===== config.mk =====
export PLATFORM = sky130hd
export DESIGN_NAME = imem_uart_loader
export DESIGN_NICKNAME = d
export VERILOG_FILES = /design/src/rtl/imem_uart_loader.sv
export SDC_FILE = /design/constraint.sdc
export NUM_CORES = 1
export LEC_CHECK = 0
export BUFFER_PORTS_ARGS = -buffer_cell sky130_fd_sc_hd__buf_2
export CAP_MARGIN = 15
export CORE_UTILIZATION = 55
export CTS_CLUSTER_DIAMETER = 100
export DETAILED_ROUTE_END_ITERATION = 10
export GPL_TIMING_DRIVEN = 0
export PLACE_DENSITY_LB_ADDON = 0.08
export SLEW_MARGIN = 0
export SYNTH_ARGS = -nofsm -noshare
export SYNTH_HDL_FRONTEND = slang
export SYNTH_SLANG_ARGS = --single-unit

===== constraint.sdc =====
create_clock -name clk -period 3.7 [get_ports clk]
set_input_delay 0.37 -clock clk [delete_from_list [all_inputs] [get_ports clk]]
set_output_delay 0.37 -clock clk [all_outputs]
set_load 0.005 [all_outputs]

===== src/rtl/imem_uart_loader.sv =====
// UART byte-stream loader for the instruction RAM.
// Frames a counted, checksummed image into word writes and holds the CPU meanwhile.
module imem_uart_loader #(
   parameter int unsigned MAX_WORDS      = 256,
   parameter logic [31:0] ADDR_BASE      = 32'h0000_0000,
   parameter int unsigned TIMEOUT_CYCLES = 1_000_000
) (
   input  logic        clk,
   input  logic        reset_n,
   input  logic        start,
   input  logic [7:0]  rx_data,
   input  logic        rx_valid,
   output logic        imem_we,
   output logic [31:0] imem_addr,
   output logic [31:0] imem_wdata,
   output logic        cpu_hold,
   output logic        busy,
   output logic        done,
   output logic        error
);

   localparam int TW = $clog2(TIMEOUT_CYCLES) + 1;

   typedef enum logic [2:0] {
      S_IDLE, S_CNT_HI, S_CNT_LO, S_DATA, S_CSUM, S_DONE, S_ERR
   } state_t;

   state_t        state, nxt;
   logic [7:0]    cnt_hi;
   logic [15:0]   cnt;
   logic [15:0]   word_idx;
   logic [15:0]   n_rx;
   logic [1:0]    byte_idx;
   logic [23:0]   shreg;
   logic [7:0]    csum;
   logic [TW-1:0] tcnt;
   logic          active;
   logic          tmo;
   logic          acc;
   logic          last_byte;

   assign active    = state inside {S_CNT_HI, S_CNT_LO, S_DATA, S_CSUM};
   assign acc       = rx_valid && active && !start;
   assign tmo       = tcnt == TW'(TIMEOUT_CYCLES - 1);
   assign n_rx      = {cnt_hi, rx_data};
   assign last_byte = byte_idx == 2'd3;

   always_ff @(posedge clk or negedge reset_n) begin
      if (!reset_n) state <= S_IDLE;
      else          state <= nxt;
   end

   always_comb begin
      nxt = state;
      if (start) begin
         nxt = S_CNT_HI;
      end else if (active && !rx_valid && tmo) begin
         nxt = S_ERR;
      end else if (rx_valid) begin
         case (state)
            S_CNT_HI: nxt = S_CNT_LO;
            S_CNT_LO: begin
               if (n_rx > 16'(MAX_WORDS)) nxt = S_ERR;
               else if (n_rx == 16'd0)    nxt = S_CSUM;
               else                       nxt = S_DATA;
            end
            S_DATA: begin
               if (last_byte && word_idx == cnt - 16'd1) nxt = S_CSUM;
            end
            S_CSUM:  nxt = (csum == rx_data) ? S_DONE : S_ERR;
            default: nxt = state;
         endcase
      end
   end

   // A failed load keeps the CPU held so a corrupt image never runs.
   always_comb begin
      cpu_hold = active || (state == S_ERR);
      busy     = active;
      done     = state == S_DONE;
      error    = state == S_ERR;
   end

   always_ff @(posedge clk or negedge reset_n) begin
      if (!reset_n) begin
         cnt_hi     <= '0;
         cnt        <= '0;
         word_idx   <= '0;
         byte_idx   <= '0;
         shreg      <= '0;
         csum       <= '0;
         tcnt       <= '0;
         imem_we    <= 1'b0;
         imem_addr  <= '0;
         imem_wdata <= '0;
      end else if (start) begin
         cnt        <= '0;
         word_idx   <= '0;
         byte_idx   <= '0;
         csum       <= '0;
         tcnt       <= '0;
         imem_we    <= 1'b0;
      end else begin
         imem_we <= 1'b0;
         if (!active || rx_valid) tcnt <= '0;
         else if (!tmo)           tcnt <= tcnt + TW'(1);
         if (acc) begin
            if (state != S_CSUM) csum <= csum + rx_data;
            case (state)
               S_CNT_HI: cnt_hi <= rx_data;
               S_CNT_LO: cnt    <= n_rx;
               S_DATA: begin
                  shreg    <= {shreg[15:0], rx_data};
                  byte_idx <= byte_idx + 2'd1;
                  if (last_byte) begin
                     imem_we    <= 1'b1;
                     imem_addr  <= ADDR_BASE + 32'({word_idx, 2'b00});
                     imem_wdata <= {shreg, rx_data};
                     word_idx   <= word_idx + 16'd1;
                  end
               end
               default: ;
            endcase
         end
      end
   end

endmodule


# Yosys cells after proc, flatten, opt, wreduce, memory -nomap -nowiden
# Index checks and enable logic that the tools add are counted.
# totals
out_inout_bits,69
elab_cells,86
register_bits,147
input_bits,12
# op_classes
magnitude_cmp,1
n_reduce_logical,27
n_mux,28
eq_ne,13
addsub,5
bitwise,1
# op_table
op,n
16-bit 2-to-1 mux,7
21-bit 2-to-1 mux,3
8-bit 2-to-1 mux,3
21-bit by 1-bit adder with 21-bit output (second input constant),1
21-bit by 20-bit equality test with 1-bit output (second input constant),1
3-bit 2-to-1 mux,6
16-bit by 1-bit adder with 16-bit output (second input constant),1
16-bit equality test,1
16-bit by 9-bit greater-than comparator with 1-bit output (second input constant),1
16-bit logical NOT,1
16-bit by 1-bit subtractor with 16-bit output (second input constant),1
3-bit one-hot mux with 4 select lines,1
3-bit AND reduction,4
2-bit nonzero test,5
3-bit equality test (second input constant),3
8-bit adder,1
8-bit equality test,1
2-bit 2-to-1 mux,4
3-bit by 2-bit equality test with 1-bit output (second input constant),2
2-bit AND reduction,3
6-bit nonzero test,1
1-bit logical AND,5
1-bit 2-to-1 mux,4
4-bit by 2-bit inequality test with 1-bit output (second input constant),1
11 further kinds,14

# Logic depth before layout (Yosys ltp)
# depth
depth_word,8
mapped_depth,12
depth_no_buf,9

# Worst setup path before layout
# OpenSTA, ideal clock, no wires.
# synth_path
path_type,register to register
from,reg cnt[0]
to,reg state[2]
setup_slack_ps,1103
arrival_ps,2503
path_stages_with_launch,13
setup_time_ps,94
period_less_slack_ps,2597
n_path_buf,3
required_time_ps,3606
cell_sequence,dfrtp_1 -> clkbuf_1 -> inv_1 -> ha_1 -> buf_2 -> or4b_4 -> buf_6 -> nor4_2 -> xnor2_1 -> and3_1 -> o2111ai_2 -> or2_1 -> a221oi_2
# synth_via
elab_chain_cells,5
# synth_rtl
element,line,rtl
from (decl),30,logic [15:0] cnt;
from (signal assigned),111,S_CNT_LO: cnt <= n_rx;
16-bit by 1-bit subtractor with 16-bit output,68,if (last_byte && word_idx == cnt - 16'd1) nxt = S_CSUM;
16-bit equality test,68,
1-bit logical AND,68,
4-bit by 2-bit inequality test with 1-bit output (no line),--,
3-bit AND reduction (no line),--,
to (signal assigned),50,else state <= nxt;
to (decl),28,"state_t state, nxt;"
# No other way between the ends.
# A chain may end at the register's enable or synchronous reset.

# Worst setup path in the final report
# Same ends and word-level chain as after synthesis.

==> results.sh <==
export IMPL_outcome="finished clean"
export IMPL_numCtsBuffers=17
export IMPL_holdWs_ns=0.273
export IMPL_synth_async_reset_ratio=1.00
export IMPL_die_x_um=117
export IMPL_synthCells=671
export IMPL_slew_headroom=0.378
export IMPL_grt_first_pass_wirelength_mm=26.3
export IMPL_vias=5230
export IMPL_worstPathArrival_ns=3.26
export IMPL_final_cells=955
export IMPL_finalCritPeriodShare=0.791
export IMPL_clkSlewWorstSetupHoldPaths_ns=0.06
export IMPL_cts_buffer_depth=2
export IMPL_rsz0062_at_grt="false"
export IMPL_synth_area_um2=7330
export IMPL_yosysWarnings=0
export IMPL_nets=794
export IMPL_drv_slew=0
export IMPL_antenna_found_initial=0
export IMPL_p_total_mw=4.15
export IMPL_n_antenna_cell=0
export IMPL_r2r_start="cnt[0]"
export IMPL_die_h_um=117
export IMPL_post_drt_wl_per_cell_um=16.6
export IMPL_maxCapViolCount=0
export IMPL_cts_tree="built"
export IMPL_clk_latency_ns=0.43
export IMPL_cp_end_kind="flip-flop"
export IMPL_drive_gt1_frac=0.284
export IMPL_seq_area_frac_synth=0.502
export IMPL_wl_mm=15.9
export IMPL_peakVddDrop_mv=0.287
export IMPL_htree_levels=4
export IMPL_power_leakage_nw=4.18
export IMPL_synth_cell_types=63
export IMPL_hold_path_startpoint="rx_data[0]"
export IMPL_core_area_um2=12800
export IMPL_grt_max_degree=83
export IMPL_setup_viol=0
export IMPL_synth_edf_count=0
export IMPL_clock_root_buffer="clkbuf_16"
export IMPL_die_area_um2=13800
export IMPL_grt_remaining_overflow=0
export IMPL_min_path_cells=3
export IMPL_worstMarginPinSlew_ns=0.931
export IMPL_whs_endpoint="cnt[0]"
export IMPL_track_usage=0.245
export IMPL_port_buffers=63
export IMPL_dr_pass1_iters=4
export IMPL_post_dp_hpwl_mm=11.4
export IMPL_multi_input_area_um2=3380
export IMPL_tns_ns=0
export IMPL_avgSynthCellArea_um2=10.9
export IMPL_rr_worst_depth=11
export IMPL_area_delta_synth_final_pct=16.9
export IMPL_reg2reg_slack_ns=0.77
export IMPL_dp_cells=922
export IMPL_ioPinCount=81
export IMPL_post_cts_buffers=0
export IMPL_hold_viol_final=0
export IMPL_required_ns=4.03
export IMPL_drtIter0Drc=276
export IMPL_gp_congestion=0.876
export IMPL_ys_ff_latch=147
export IMPL_seq_area_um2=3680
export IMPL_viasPerCell=5.48
export IMPL_ant_nets=0
export IMPL_remaining_drc_errors=0
export IMPL_start_kind="flip-flop"
export IMPL_grt_pass1_vias=5116
export IMPL_worstSetupPathType="flip-flop to flip-flop"
export IMPL_worst_r2r_endpoint="state[2]"
export IMPL_fin_skew_ns=0.00719
export IMPL_cp_max_fo=9
export IMPL_initial_core_util=0.572
export IMPL_cts_sinks=147
export IMPL_fillers=1026
export IMPL_synthFlopType="dfrtp_1"
export IMPL_hp_class="primary input to flip-flop"
export IMPL_fmax_mhz=342
export IMPL_powerDensity_nw_per_um2=484
export IMPL_period_minus_slack_ns=2.93
export IMPL_rows=41
[power by group]
part / switching [mW] / internal [mW]
combinational: 0.250 / 0.255
clock: 0.724 / 1.03
sequential: 0.113 / 1.78
[layer usage]
metal	vias up	track usage	wire, µm	part of all wire
li1	2500	-	-	-
met1	2605	0.324	7220	0.45
met2	111	0.409	7760	0.49
met3	14	0.0470	699	0.044
met4	0	0.0785	184	0.012
met5	-	0	0	0
[per-stage QoR]
stage	utilization	setup slack, ns	area (µm²)
finish	0.668	0.772	8570
global route	0.668	0.534	8570
CTS	0.668	0.748	8570
detailed placement	0.620	0.778	7950
global placement	0.617	0.251	7920
floorplan	-	1.10	7390
[area by class of cell]
type,count,area share
flip-flops and latches,147,0.429
multi-input cells,475,0.395
clock buffers,18,0.0513
repair buffers,65,0.0419
plain buffers,52,0.0329
well taps,172,0.0251
clock inverters,14,0.0194
inverters,12,0.00526
[how the worst max path moves through the flow]
| stage | slack [ns] | depth (start not counted) | endpoint | start |
|---|---|---|---|---|
| floorplan | 1.10 | 12 | state[2] | cnt[0] |
| global placement | 0.25 | 1 | shreg[14] | reset_n |
| detailed placement | 0.78 | 12 | state[2] | cnt[0] |
| CTS | 0.75 | 12 | state[2] | cnt[0] |
| global route | 0.53 | 11 | state[2] | cnt[0] |
| finish | 0.77 | 11 | state[2] | cnt[0] |
[cell families after synthesis]
kind of cell / after synthesis / synth area share
simple gates: 231 / 0.161
flops: 147 / 0.502
mux: 94 / 0.142
compound gates: 69 / 0.0647
buf+inv: 64 / 0.0445
xor+xnor: 53 / 0.0643
fa+ha+maj: 12 / 0.0215
other cells: 1 / 0.000511
[cell usage in the layout (no fill, tap or decap), types with 3 or more instances in the layout]
cell,Yosys,routed
buf_2,9,71
nor2_1,62,62
inv_6,0,3
xnor2_1,27,27
inv_1,12,12
nor3b_1,4,4
and2_1,3,3
inv_8,0,3
or2_2,3,3
nand4_1,15,15
o211ai_1,3,3
mux2i_1,13,13
buf_6,2,3
mux2_2,81,81
o21ai_0,11,11
o21bai_1,3,3
buf_4,16,16
nand2_1,63,63
dfrtp_1,147,147
xor2_1,25,25
a21oi_1,30,30
and3_1,14,14
ha_1,11,11
nand3_1,14,14
nor4_1,6,6
clkinv_4,0,3
nor2b_1,8,8
nor3_1,13,13
clkbuf_16,0,17
conb_1,1,16
or3_1,9,9
a31oi_1,3,3
clkbuf_1,23,23
[registers in the layout (all words and copies together) (netlist names)]
register,count
state,3
imem_wdata,32
imem_addr,16
shreg,24
cnt_hi,8
cnt,16
tcnt,21
byte_idx,2
word_idx,16
imem_we,1
csum,8
[critical path, cell delays in order, from the launching register on]
cell and delay (ns):
dfrtp_1 0.36, clkbuf_1 0.22, inv_1 0.10, ha_1 0.13
buf_2 0.18, nor4b_2 0.43, nand4_1 0.13, and3_1 0.23
a2111oi_4 0.33, o2111ai_2 0.20, or2_1 0.27, a221oi_2 0.26
[repair_timing]
item,in CTS,in global routing
hold endpoints to repair,65,0
hold buffers,1,0
resized for setup,0,0
[Yosys cell counts (2+ instances only)]
| master | number | area share |
|---|---|---|
| nand2_1 | 63 | 0.032 |
| o211ai_1 | 3 | 0.0031 |
| buf_2 | 9 | 0.0061 |
| nor3b_1 | 4 | 0.0041 |
| a21o_1 | 2 | 0.0020 |
| mux2_2 | 81 | 0.12 |
| o21bai_1 | 3 | 0.0031 |
| buf_4 | 16 | 0.016 |
| buf_6 | 2 | 0.0031 |
| or2_2 | 3 | 0.0026 |
| nor3_4 | 2 | 0.0044 |
| o21ai_0 | 11 | 0.0075 |
| nor4_2 | 2 | 0.0034 |
| a221oi_2 | 2 | 0.0041 |
| clkbuf_1 | 23 | 0.012 |
| nor4_1 | 6 | 0.0051 |
| xor2_1 | 25 | 0.030 |
| ha_1 | 11 | 0.019 |
| nor3_2 | 2 | 0.0027 |
| a31oi_1 | 3 | 0.0026 |
| a21oi_1 | 30 | 0.020 |
| or3_1 | 9 | 0.0077 |
| nor3_1 | 13 | 0.0089 |
| buf_1 | 2 | 0.0010 |
| and2_1 | 3 | 0.0026 |
| mux2i_1 | 13 | 0.018 |
| inv_1 | 12 | 0.0061 |
| nor2b_1 | 8 | 0.0068 |
| dfrtp_1 | 147 | 0.50 |
| nor2_1 | 62 | 0.032 |
| nand3_1 | 14 | 0.0096 |
| xnor2_1 | 27 | 0.032 |
| nand4_1 | 15 | 0.013 |
| and3_1 | 14 | 0.012 |
No activity file was read; power rests on OpenSTA's default activity.
